$ cat config.mk
export PLATFORM = sky130hd
export DESIGN_NAME = pc_fetch_seq
export DESIGN_NICKNAME = d
export VERILOG_FILES = /design/src/rtl/pc_fetch_seq.sv
export SDC_FILE = /design/constraint.sdc
export NUM_CORES = 1
export LEC_CHECK = 0
export CAP_MARGIN = 20
export CORE_AREA = 5 5 101 103
export CTS_CLUSTER_DIAMETER = 60
export DETAILED_ROUTE_END_ITERATION = 10
export DIE_AREA = 0 0 106 108
export GPL_ROUTABILITY_DRIVEN = 1
export PLACE_DENSITY = 0.76
export SLEW_MARGIN = 20
export SYNTH_ARGS = -nofsm -noshare
export SYNTH_HDL_FRONTEND = slang
export SYNTH_SLANG_ARGS = --single-unit
$ cat constraint.sdc
create_clock -name clk -period 2.31 [get_ports clk]
set_clock_uncertainty 0.1 [all_clocks]
set_input_delay 0.231 -clock clk [delete_from_list [all_inputs] [get_ports clk]]
set_output_delay 0.231 -clock clk [all_outputs]
set_load 0.01 [all_outputs]
$ cat src/rtl/pc_fetch_seq.sv
// Fetch address sequencer: BOOT/RUN/HALT, prioritised redirects, stall buffering.
// Optional redirect counter enabled by defining PC_REDIRECT_CNT_EN.
module pc_fetch_seq #(
  parameter int XLEN = 32,
  parameter logic [XLEN-1:0] RESET_VECTOR = '0,
  parameter int INST_BYTES = 4
) (
  input  logic            clk,
  input  logic            nrst,
  output logic            req_valid,
  input  logic            req_ready,
  output logic [XLEN-1:0] req_addr,
  output logic [XLEN-1:0] pc_add_step,
  input  logic            branch_en,
  input  logic [XLEN-1:0] branch_addr,
  input  logic            trap_en,
  input  logic [XLEN-1:0] trap_addr,
  input  logic            halt_req,
  output logic            halted,
  output logic            misalign
`ifdef PC_REDIRECT_CNT_EN
  ,
  output logic [31:0]     redirect_cnt
`endif
);

  typedef enum logic [1:0] {
    BOOT,
    RUN,
    HALT
  } state_t;

  localparam logic [XLEN-1:0] STEP = XLEN'(INST_BYTES);
  localparam logic [XLEN-1:0] LOW = XLEN'(INST_BYTES - 1);

  state_t          state;
  logic [XLEN-1:0] curr_pc;
  logic [XLEN-1:0] pend_addr;
  logic            pend_valid;
  logic            pend_is_trap;

  logic            fire;
  logic            in_run;
  logic            br_take;
  logic            redir;
  logic            apply;
  logic            latch;
  logic [XLEN-1:0] raw;
  logic [XLEN-1:0] tgt;
  logic [XLEN-1:0] next_pc;

  assign req_addr    = curr_pc;
  assign pc_add_step = curr_pc + STEP;
  assign in_run      = (state == RUN);
  assign fire        = req_valid & req_ready;

  // A pending trap outranks any later branch, even a same-cycle one.
  assign br_take = branch_en & ~trap_en
                 & ~(pend_valid & pend_is_trap);
  assign redir   = trap_en | br_take;
  assign raw     = trap_en ? trap_addr : branch_addr;
  assign tgt     = raw & ~LOW;
  assign apply   = in_run ? fire : 1'b1;
  assign latch   = in_run & ~fire & redir;

  always_comb begin
    next_pc = curr_pc;
    priority case (1'b1)
      redir:      next_pc = tgt;
      pend_valid: next_pc = pend_addr;
      default:    next_pc = in_run ? pc_add_step
                                   : curr_pc;
    endcase
  end

  always_ff @(posedge clk or negedge nrst) begin
    if (!nrst) begin
      state     <= BOOT;
      req_valid <= 1'b0;
      halted    <= 1'b0;
    end else begin
      unique case (state)
        BOOT: begin
          state     <= RUN;
          req_valid <= 1'b1;
        end
        RUN: begin
          if (fire && halt_req) begin
            state     <= HALT;
            req_valid <= 1'b0;
            halted    <= 1'b1;
          end
        end
        HALT: begin
          if (!halt_req) begin
            state     <= RUN;
            req_valid <= 1'b1;
            halted    <= 1'b0;
          end
        end
        default: begin
          state     <= BOOT;
          req_valid <= 1'b0;
          halted    <= 1'b0;
        end
      endcase
    end
  end

  always_ff @(posedge clk or negedge nrst) begin
    if (!nrst) begin
      curr_pc      <= RESET_VECTOR;
      pend_addr    <= '0;
      pend_valid   <= 1'b0;
      pend_is_trap <= 1'b0;
      misalign     <= 1'b0;
    end else begin
      misalign <= redir & |(raw & LOW);
      if (apply) begin
        curr_pc      <= next_pc;
        pend_valid   <= 1'b0;
        pend_is_trap <= 1'b0;
      end else if (latch) begin
        pend_addr    <= tgt;
        pend_valid   <= 1'b1;
        pend_is_trap <= trap_en;
      end
    end
  end

`ifdef PC_REDIRECT_CNT_EN
  logic cnt_inc;
  assign cnt_inc = apply & (redir | pend_valid);

  always_ff @(posedge clk or negedge nrst) begin
    if (!nrst) begin
      redirect_cnt <= '0;
    end else if (cnt_inc && redirect_cnt != '1) begin
      redirect_cnt <= redirect_cnt + 32'd1;
    end
  end
`endif

endmodule

# Word level (Yosys, flattened, before mapping)
# Cells that the tools add are included.
[word_totals]
reg_bits = 69
latch_bits = 0
ram_bits = 0
rom_bits = 0
input_bits = 70
out_inout_bits = 67
word_cells = 53
memories = 0
[classes]
n_addsub = 1
multipliers = 0
div = 0
magnitude_cmp = 0
eq_ne = 4
n_shift = 0
muxes = 18
n_bitwise = 13
reduce_logical = 9
[ops]
columns = ["op", "n"]
rows = [
  ["32-bit two-way mux", 4],
  ["32-bit by 3-bit adder with 32-bit output (second input constant)", 1],
  ["1-bit two-way mux", 9],
  ["1-bit bitwise AND", 7],
  ["1-bit case mux with 3 select lines", 2],
  ["2-bit case mux with 3 select lines", 1],
  ["2-bit AND reduction", 3],
  ["1-bit inverter", 5],
  ["2-bit two-way mux", 2],
  ["3-bit AND reduction", 1],
  ["3-bit nonzero test", 1],
  ["2-bit by 1-bit == test with 1-bit output (second input constant)", 1],
  ["2-bit == test (second input constant)", 1],
  ["2-bit logical NOT", 1],
  ["2-bit by 1-bit != test with 1-bit output (second input constant)", 1],
  ["2-bit != test (second input constant)", 1],
  ["2-bit nonzero test", 1],
  ["2-bit OR reduction", 1],
  ["1-bit logical AND", 1],
  ["1-bit bitwise OR", 1],
]

# Logic depth before layout (Yosys ltp)
# Gate-level depths: netlist of the first run.
[logic_depth]
depth_word = 7
mapped_depth = 8

# Least setup slack after synthesis of the first run
# Ideal clock, no wire load.
[synth_path]
path_type = "reg-to-output"
start = "register curr_pc[7] (netlist: req_addr[7])"
end = "output port pc_add_step[17]"
arrival_time_ns = 1.655
required_time_ns = 1.979
slack_ns = 0.324
stages_incl_launch_ff = 6
cell_sequence = "dfrtp_1 -> clkbuf_1 -> nand4_1 -> nor4_1 -> and4_1 -> o21bai_1"
[synth_between]
elab_chain_cells = 1
[synth_lines]
columns = ["item", "line", "source"]
rows = [
  ["from (decl)", "37", "logic [XLEN-1:0] curr_pc;"],
  ["from (signal assigned)", "120", "curr_pc <= next_pc;"],
  ["32-bit by 3-bit adder with 32-bit output", "53", "assign pc_add_step = curr_pc + STEP;"],
  ["to (decl)", "13", "output logic [XLEN-1:0] pc_add_step,"],
]
# Every way passes these cells.

# Worst setup path in the final report of the first run
[layout_path]
start = "register curr_pc[12] (netlist: req_addr[12])"
end = "output port pc_add_step[17]"
# The elaborated chain is that of the path after synthesis.

==> results of run 1 <==
cells by family (layout without fill, tap and decap cells):
| group | count (synthesis) | count (layout) | synth area share |
|---|---|---|---|
| AND/OR/NAND/NOR | 159 | 159 | 0.191 |
| adder cells (fa/ha/maj) | 1 | 1 | 0.00295 |
| flip-flops | 66 | 66 | 0.390 |
| multiplexers | 49 | 49 | 0.118 |
| XOR/XNOR | 27 | 27 | 0.0558 |
| other | 1 | 4 | 0.000885 |
| buffers and inverters | 52 | 248 | 0.0594 |
| AO/OA/AOI/OAI | 127 | 127 | 0.182 |
sequential cells by signal (all words and copies together), names as in the netlist:
| signal | count |
|---|---|
| req_addr | 30 |
| pend_valid | 1 |
| halted | 1 |
| req_valid | 1 |
| state | 1 |
| pend_is_trap | 1 |
| misalign | 1 |
| pend_addr | 30 |
layout by cell type, fill, tap and decap left out, types with 8 or more instances in the layout:
master	n
sky130_fd_sc_hd__nor2_1	23
sky130_fd_sc_hd__nand3_1	14
sky130_fd_sc_hd__buf_2	11
sky130_fd_sc_hd__buf_4	78
sky130_fd_sc_hd__nand4_1	13
sky130_fd_sc_hd__nand2_1	52
sky130_fd_sc_hd__inv_1	13
sky130_fd_sc_hd__dfrtp_1	64
sky130_fd_sc_hd__nor3_1	12
sky130_fd_sc_hd__mux2_2	8
sky130_fd_sc_hd__mux2i_1	41
sky130_fd_sc_hd__o21ai_0	52
sky130_fd_sc_hd__clkdlybuf4s50_1	104
sky130_fd_sc_hd__clkbuf_8	12
sky130_fd_sc_hd__a21oi_1	25
sky130_fd_sc_hd__dlymetal6s2s_1	10
sky130_fd_sc_hd__xnor2_1	13
critical path, delay by kind of cell, from the launching register on:
family                 cells  cell delay, ns
AO/OA/AOI/OAI              1            0.13
AND/OR/NAND/NOR            3            0.61
buffers and inverters      5            0.68
flip-flops                 1            0.40
metal layers:
metal / vias to the layer above / GRT usage / part of all wire / wire length [um]
met5: - / 0 / 0 / 0
met4: 0 / 0.0971 / 0.020 / 299
met3: 23 / 0.0370 / 0.071 / 1030
met2: 219 / 0.415 / 0.50 / 7320
met1: 2229 / 0.322 / 0.41 / 5960
li1: 2122 / - / - / -
final timing paths:
kind	slack [ns]	end
min in group clk	0.38	pend_addr[6]$_DFFE_PN0P_
max in group asynchronous	1.35	req_addr[8]$_DFFE_PN0P_
max	-0.17	pc_add_step[17]
min reg2reg	0.38	pend_addr[6]$_DFFE_PN0P_
min	0.36	pend_addr[5]$_DFFE_PN0P_
max reg2reg	0.05	req_addr[28]$_DFFE_PN0P_
layout make-up:
| class | instances | share of cell area |
|---|---|---|
| well taps | 111 | 0.0213 |
| inverters | 14 | 0.00807 |
| clock inverters | 2 | 0.00192 |
| clock buffers | 12 | 0.0254 |
| multi-input cells | 367 | 0.384 |
| flip-flops and latches | 66 | 0.254 |
| repair buffers | 220 | 0.305 |
metrics by stage:
step | util | cell area [um2] | hold slack (ns)
5_1_grt | 0.715 | 6510 | 0.404
4_1_cts | 0.693 | 6310 | 0.355
3_3_place_gp | 0.662 | 6030 | 0.187
3_5_place_dp | 0.662 | 6030 | 0.189
2_1_floorplan | - | 4250 | -0.165
6_report | 0.715 | 6510 | 0.357
power breakdown:
group	total (mW)	switching [mW]	internal (mW)
registers	1.74	0.253	1.48
clock network	0.912	0.448	0.464
logic	2.61	1.27	1.34
repair_timing:
action	in CTS	in global routing
endpoints found under the setup margin	25	26
hold buffers	1	0
pin swaps	5	17
endpoints found under the hold margin	66	0
resized for setup	25	75
setup buffers	11	13
==> metrics.txt, run 1 <==
# TYPE chip_impl_metric gauge
chip_impl_info{name="status",value="complete, but fails checks"} 1
chip_impl_info{name="violations_in_the_final_reports",value="DRC, setup timing"} 1
chip_impl_metric{name="cp_data_required_time",unit="ns"} 1.98
chip_impl_metric{name="tns",unit="ns"} -0.449
chip_impl_metric{name="pre_cts_ws",unit="ns"} -0.0204
chip_impl_metric{name="post-place-cells",unit=""} 753
chip_impl_metric{name="worst-path-max-fanout",unit=""} 6
chip_impl_metric{name="yosys.cell_types.count",unit=""} 54
chip_impl_info{name="unrepaired_setup_endpoints_after_global_routing",value="yes"} 1
chip_impl_info{name="synth_ff_type",value="sky130_fd_sc_hd__dfrtp_1"} 1
chip_impl_info{name="cp_slowest_cell",value="sky130_fd_sc_hd__dfrtp_1"} 1
chip_impl_metric{name="dieHeight",unit="um"} 108
chip_impl_metric{name="worstRegToRegCells",unit=""} 10
chip_impl_metric{name="port_buffers",unit=""} 132
chip_impl_metric{name="period_minus_slack",unit="ns"} 2.48
chip_impl_metric{name="io_pins",unit=""} 137
chip_impl_info{name="r2r-start",value="req_addr[6]$_DFFE_PN0P_"} 1
chip_impl_info{name="timing.critical_path.cells",value="nand4_4 -> buf_4 -> buf_6 -> buf_6 -> buf_6 -> nor4_4 -> and4_1 -> o21bai_1 -> buf_2"} 1
chip_impl_metric{name="groute.usage.overall",unit=""} 0.247
chip_impl_info{name="synth_top_cells_by_count",value="sky130_fd_sc_hd__dfrtp_1 (66), sky130_fd_sc_hd__nand2_1 (53), sky130_fd_sc_hd__o21ai_0 (52)"} 1
chip_impl_info{name="clock_tree.root_cell",value="sky130_fd_sc_hd__clkbuf_8"} 1
chip_impl_metric{name="pwr_density_cell",unit="nW/um2"} 807
chip_impl_metric{name="num_vias",unit=""} 4593
chip_impl_metric{name="path_clk_slew",unit="ns"} 0.07
chip_impl_info{name="worst_path_most_repeated_cell",value="sky130_fd_sc_hd__buf_6"} 1
chip_impl_metric{name="antennaDiodeCount",unit=""} 0
chip_impl_metric{name="min_period_over_period",unit=""} 1.07
chip_impl_metric{name="final_critical_path_setup_slack",unit="ns"} -0.170
chip_impl_metric{name="number_of_antenna_violations_at_the_first_check_in_global_routing",unit=""} 0
chip_impl_metric{name="setup-violations-final",unit=""} 6
chip_impl_metric{name="multi_input_area",unit="um2"} 2500
chip_impl_info{name="cts_tree",value="built"} 1
chip_impl_info{name="timing.critical_path.from",value="req_addr[12]$_DFFE_PN0P_"} 1
chip_impl_metric{name="post_route_cells_drive_above_1_share",unit=""} 0.239
chip_impl_metric{name="final_cell_count_no_fill",unit=""} 792
chip_impl_metric{name="critical_path_arrival",unit="ns"} 2.15
chip_impl_metric{name="finalMaxSlewViolations",unit=""} 0
chip_impl_metric{name="num-fill-cells",unit=""} 704
chip_impl_metric{name="area_growth_syn_to_layout",unit="%"} 53.7
chip_impl_metric{name="netlist.area_leader.share",unit=""} 0.390
chip_impl_metric{name="max_freq",unit="MHz"} 403
chip_impl_metric{name="avgRoutedWirePerCell",unit="um"} 18.5
chip_impl_info{name="worstHoldPathType",value="primary input to asynchronous set/reset pin"} 1
chip_impl_metric{name="die_width",unit="um"} 106
chip_impl_metric{name="power.leakage",unit="nW"} 2.95
chip_impl_metric{name="ff_latch_area",unit="um2"} 1650
chip_impl_metric{name="worst_skew_pair.late_latency",unit="ns"} 0.34
chip_impl_metric{name="grt_pass1_vias",unit=""} 4504
chip_impl_metric{name="grt_overflow_total",unit=""} 0
chip_impl_info{name="endpoint_kind",value="primary output"} 1
chip_impl_info{name="worst_setup_path_start_kind",value="register"} 1
chip_impl_metric{name="dr.first_iter.drc_count",unit=""} 348
chip_impl_metric{name="hold_violations",unit=""} 0
chip_impl_metric{name="vias_per_cell",unit=""} 5.80
chip_impl_metric{name="clock_path_buffers",unit=""} 2
chip_impl_metric{name="core",unit="um2"} 9110
chip_impl_metric{name="place_congestion",unit=""} 0.878
chip_impl_info{name="synth.most_common_cell",value="sky130_fd_sc_hd__dfrtp_1"} 1
chip_impl_metric{name="final_stage_net_count",unit=""} 749
chip_impl_metric{name="synth.yosys.seq_area_share",unit=""} 0.390
chip_impl_metric{name="vdd.ir_drop.worst",unit="mV"} 0.430
chip_impl_metric{name="totalWireLength",unit="mm"} 14.6
chip_impl_metric{name="place.detailed.hpwl",unit="mm"} 10.8
chip_impl_metric{name="global_route_wire_length_before_repair",unit="mm"} 22.5
chip_impl_metric{name="drt_first_pass_iters",unit=""} 9
chip_impl_metric{name="ys.warnings.count",unit=""} 0
chip_impl_metric{name="synth.ff_latch_count",unit=""} 66
chip_impl_info{name="synth_area_leaders",value="sky130_fd_sc_hd__dfrtp_1 (39%), sky130_fd_sc_hd__mux2i_1 (9.7%), sky130_fd_sc_hd__o21ai_0 (6.1%)"} 1
chip_impl_metric{name="detail_route_antenna_nets",unit=""} 0
chip_impl_metric{name="max_stage_delay",unit="ns"} 0.40
chip_impl_metric{name="design.die.area",unit="um2"} 11400
chip_impl_metric{name="placementRows",unit=""} 35
chip_impl_metric{name="grt_max_degree",unit=""} 36
chip_impl_metric{name="synth_async_sr_flop_share",unit=""} 1.00
chip_impl_metric{name="netlist_area",unit="um2"} 4240
chip_impl_metric{name="synthCells",unit=""} 482
chip_impl_metric{name="clock-sinks",unit=""} 66
chip_impl_metric{name="drc_violations",unit=""} 1
chip_impl_metric{name="cts-buffers-inserted",unit=""} 9
chip_impl_metric{name="synth_enable_flop_cells",unit=""} 0
chip_impl_metric{name="number_of_h_tree_levels",unit=""} 3
chip_impl_info{name="setup.worst_path.class",value="register to primary output"} 1
chip_impl_info{name="synthDominantAreaCellType",value="sky130_fd_sc_hd__dfrtp_1"} 1
chip_impl_metric{name="initial_utilization",unit=""} 0.465
chip_impl_metric{name="number_of_maximum_capacitance_constraint_violations",unit=""} 0
chip_impl_metric{name="post_synth.cell_area_avg",unit="um2"} 8.79
chip_impl_metric{name="fin_total_pwr",unit="mW"} 5.25
Note: power is estimated with default switching activity, not from simulation.
==> run 2, diff against run 1 <==
Settings changed: PLACE_DENSITY 0.76 to 0.83, SKIP_CTS_REPAIR_TIMING set to 1.
==> run 2 against run 1 <==
Compared with the run above: the flow finishes with violations (setup timing); combinational power about the same; critical path depth down 1; core utilization is 0.29 points higher; sequential share of layout area decreased by 0.083 points; clock power is 12% higher; register-to-register slack gained 0.18 ns; sequential cell count did not move; critical endpoint unchanged; highest routed layer unchanged.
==> metrics.txt, run 2 (same netlist as run 1, synthesis figures left out) <==
# TYPE chip_impl_metric gauge
chip_impl_metric{name="finalMaxSlewViolations",unit=""} 0
chip_impl_metric{name="final_critical_path_setup_slack",unit="ns"} -0.174
chip_impl_metric{name="design.die.area",unit="um2"} 11400
chip_impl_metric{name="drt_first_pass_iters",unit=""} 5
chip_impl_metric{name="antennaDiodeCount",unit=""} 0
chip_impl_metric{name="number_of_h_tree_levels",unit=""} 3
chip_impl_metric{name="max_slew.worst_pin.slew",unit="ns"} 0.695
chip_impl_info{name="violations_in_the_final_reports",value="setup timing"} 1
chip_impl_metric{name="period_minus_slack",unit="ns"} 2.48
chip_impl_metric{name="post-place-cells",unit=""} 758
chip_impl_metric{name="placementRows",unit=""} 35
chip_impl_info{name="timing.critical_path.cells",value="buf_6 -> nand4_1 -> buf_4 -> buf_6 -> nor4_4 -> and4_1 -> o21bai_1 -> buf_2"} 1
chip_impl_metric{name="die_width",unit="um"} 106
chip_impl_metric{name="setup-violations-final",unit=""} 3
chip_impl_metric{name="grt_overflow_total",unit=""} 0
chip_impl_metric{name="post_route_cells_drive_above_1_share",unit=""} 0.219
chip_impl_metric{name="num_vias",unit=""} 4621
chip_impl_metric{name="final_cell_count_no_fill",unit=""} 788
chip_impl_metric{name="io_pins",unit=""} 137
chip_impl_metric{name="groute.usage.overall",unit=""} 0.247
chip_impl_metric{name="pwr_density_cell",unit="nW/um2"} 827
chip_impl_metric{name="clock_path_buffers",unit=""} 2
chip_impl_info{name="worst_path_most_repeated_cell",value="sky130_fd_sc_hd__buf_6"} 1
chip_impl_info{name="grt_busiest_layer",value="met2"} 1
chip_impl_metric{name="cp_data_required_time",unit="ns"} 1.98
chip_impl_metric{name="ff_latch_area",unit="um2"} 1660
chip_impl_info{name="unrepaired_setup_endpoints_after_global_routing",value="yes"} 1
chip_impl_metric{name="initial_utilization",unit=""} 0.465
chip_impl_metric{name="worst-path-max-fanout",unit=""} 5
chip_impl_metric{name="global_route_wire_length_before_repair",unit="mm"} 22.6
chip_impl_metric{name="port_buffers",unit=""} 132
chip_impl_metric{name="num-fill-cells",unit=""} 662
chip_impl_metric{name="cts-buffers-inserted",unit=""} 9
chip_impl_info{name="worstHoldEndpoint",value="misalign$_DFF_PN0_"} 1
chip_impl_metric{name="number_of_antenna_violations_at_the_first_check_in_global_routing",unit=""} 0
chip_impl_info{name="hold_path.startpoint",value="trap_en"} 1
chip_impl_metric{name="whs_path_depth",unit=""} 3
chip_impl_info{name="endpoint_kind",value="primary output"} 1
chip_impl_metric{name="pre_cts_ws",unit="ns"} -0.00141
chip_impl_info{name="r2r-end",value="req_addr[20]$_DFFE_PN0P_"} 1
chip_impl_metric{name="worst_skew_pair.late_latency",unit="ns"} 0.35
chip_impl_metric{name="max_stage_delay",unit="ns"} 0.41
chip_impl_info{name="layout_commonest_cell",value="sky130_fd_sc_hd__clkdlybuf4s50_1"} 1
chip_impl_metric{name="power.leakage",unit="nW"} 3.04
chip_impl_info{name="status",value="complete, but fails checks"} 1
chip_impl_metric{name="hold_violations",unit=""} 0
chip_impl_metric{name="use_met2",unit=""} 0.420
chip_impl_metric{name="vias_per_cell",unit=""} 5.86
chip_impl_metric{name="number_of_maximum_capacitance_constraint_violations",unit=""} 0
chip_impl_metric{name="fin_util",unit=""} 0.717
chip_impl_metric{name="grt_util_met1",unit=""} 0.319
chip_impl_info{name="clock_tree.root_cell",value="sky130_fd_sc_hd__clkbuf_8"} 1
chip_impl_info{name="final_cell_mix",value="sky130_fd_sc_hd__clkdlybuf4s50_1 (104), sky130_fd_sc_hd__buf_4 (75), sky130_fd_sc_hd__dfrtp_1 (63)"} 1
chip_impl_metric{name="detail_route_antenna_nets",unit=""} 0
chip_impl_metric{name="final_stage_net_count",unit=""} 744
chip_impl_metric{name="worstRegToRegCells",unit=""} 7
chip_impl_metric{name="core",unit="um2"} 9110
chip_impl_info{name="worstHoldPathType",value="primary input to register"} 1
chip_impl_info{name="setup.worst_path.class",value="register to primary output"} 1
chip_impl_info{name="r2r-start",value="pend_valid$_DFFE_PN0P_"} 1
chip_impl_info{name="cts_tree",value="built"} 1
chip_impl_metric{name="dr.first_iter.drc_count",unit=""} 364
chip_impl_metric{name="drc_violations",unit=""} 0
chip_impl_metric{name="slew-limit-headroom",unit=""} 0.537
chip_impl_metric{name="vdd.ir_drop.worst",unit="mV"} 0.596
chip_impl_metric{name="path_clk_slew",unit="ns"} 0.07
chip_impl_metric{name="grt_max_degree",unit=""} 42
chip_impl_info{name="cp_slowest_cell",value="sky130_fd_sc_hd__dfrtp_1"} 1
chip_impl_metric{name="grt_pass1_vias",unit=""} 4499
chip_impl_metric{name="critical_path_arrival",unit="ns"} 2.15
chip_impl_metric{name="multi_input_area",unit="um2"} 2480
chip_impl_metric{name="place.detailed.hpwl",unit="mm"} 10.9
chip_impl_metric{name="max_freq",unit="MHz"} 403
chip_impl_metric{name="area_growth_syn_to_layout",unit="%"} 54.3
chip_impl_info{name="worst_setup_path_start_kind",value="register"} 1
chip_impl_metric{name="avgRoutedWirePerCell",unit="um"} 18.9
chip_impl_metric{name="place_congestion",unit=""} 0.944
chip_impl_metric{name="dieHeight",unit="um"} 108
chip_impl_metric{name="totalWireLength",unit="mm"} 14.9
chip_impl_metric{name="min_period_over_period",unit=""} 1.08
chip_impl_metric{name="grtUsageMet3",unit=""} 0.0394
chip_impl_metric{name="worst-r2r-setup-slack",unit="ns"} 0.23
chip_impl_metric{name="clock-sinks",unit=""} 66
chip_impl_metric{name="holdWs",unit="ns"} 0.342
-- run 2: worst max path at each step --
stage | start | endpoint | slack (ns) | cells past startpoint
2_1_floorplan | req_addr[7]$_DFFE_PN0P_ | pc_add_step[17] | 0.32 | 5
3_3_place_gp | req_addr[10]$_DFFE_PN0P_ | pc_add_step[29] | 0.06 | 6
3_5_place_dp | req_addr[3]$_DFFE_PN0P_ | pc_add_step[18] | -0.001 | 7
4_1_cts | req_addr[3]$_DFFE_PN0P_ | pc_add_step[18] | -0.40 | 7
5_1_grt | req_addr[2]$_DFFE_PN0P_ | pc_add_step[17] | -0.25 | 8
6_report | req_addr[2]$_DFFE_PN0P_ | pc_add_step[17] | -0.17 | 8
-- run 2: cell type report --
type	instances	area share
Clock buffer	13	0.0258
Clock inverter	2	0.00536
Inverter	14	0.00804
Multi-Input combinational cell	367	0.380
Sequential cell	66	0.253
Tap cell	111	0.0213
Timing Repair Buffer	215	0.307
-- run 2: worst max-delay path: cells and delay by family, from the launching register on --
family / cells / cell delay (ns)
AOI/OAI and AO/OA: 1 / 0.14
buffers and inverters: 4 / 0.65
DFF: 1 / 0.41
and+or+nand+nor: 3 / 0.61
-- run 2: per-stage QoR --
| step | cell area, um2 | TNS [ns] | total power, mW |
|---|---|---|---|
| 2_1_floorplan | 4250 | 0 | 2.85 |
| 3_3_place_gp | 6070 | 0 | 4.18 |
| 3_5_place_dp | 6070 | -0.00141 | 4.26 |
| 4_1_cts | 6270 | -7.04 | 5.28 |
| 5_1_grt | 6540 | -0.662 | 5.68 |
| 6_report | 6540 | -0.261 | 5.40 |
-- run 2: metal layers --
| metal | vias up | part of all wire |
|---|---|---|
| li1 | 2117 | - |
| met1 | 2202 | 0.40 |
| met2 | 251 | 0.49 |
| met3 | 51 | 0.074 |
| met4 | 0 | 0.033 |
| met5 | - | 0 |
-- run 2: power breakdown --
| part | leakage (nW) | total, mW | internal [mW] | switching [mW] |
|---|---|---|---|---|
| combinational | 2.14 | 2.64 | 1.36 | 1.28 |
| sequential | 0.795 | 1.74 | 1.48 | 0.258 |
| clock | 0.106 | 1.02 | 0.580 | 0.444 |
| total | 3.04 | 5.40 | 3.42 | 1.98 |
==> run 3, diff against run 2 <==
Settings changed: ABC_CLOCK_PERIOD_IN_PS set to 2310, SLEW_MARGIN 20 to unset.
==> results of run 3 <==
Final layout, timing and power as in run 2 (identical DEF).
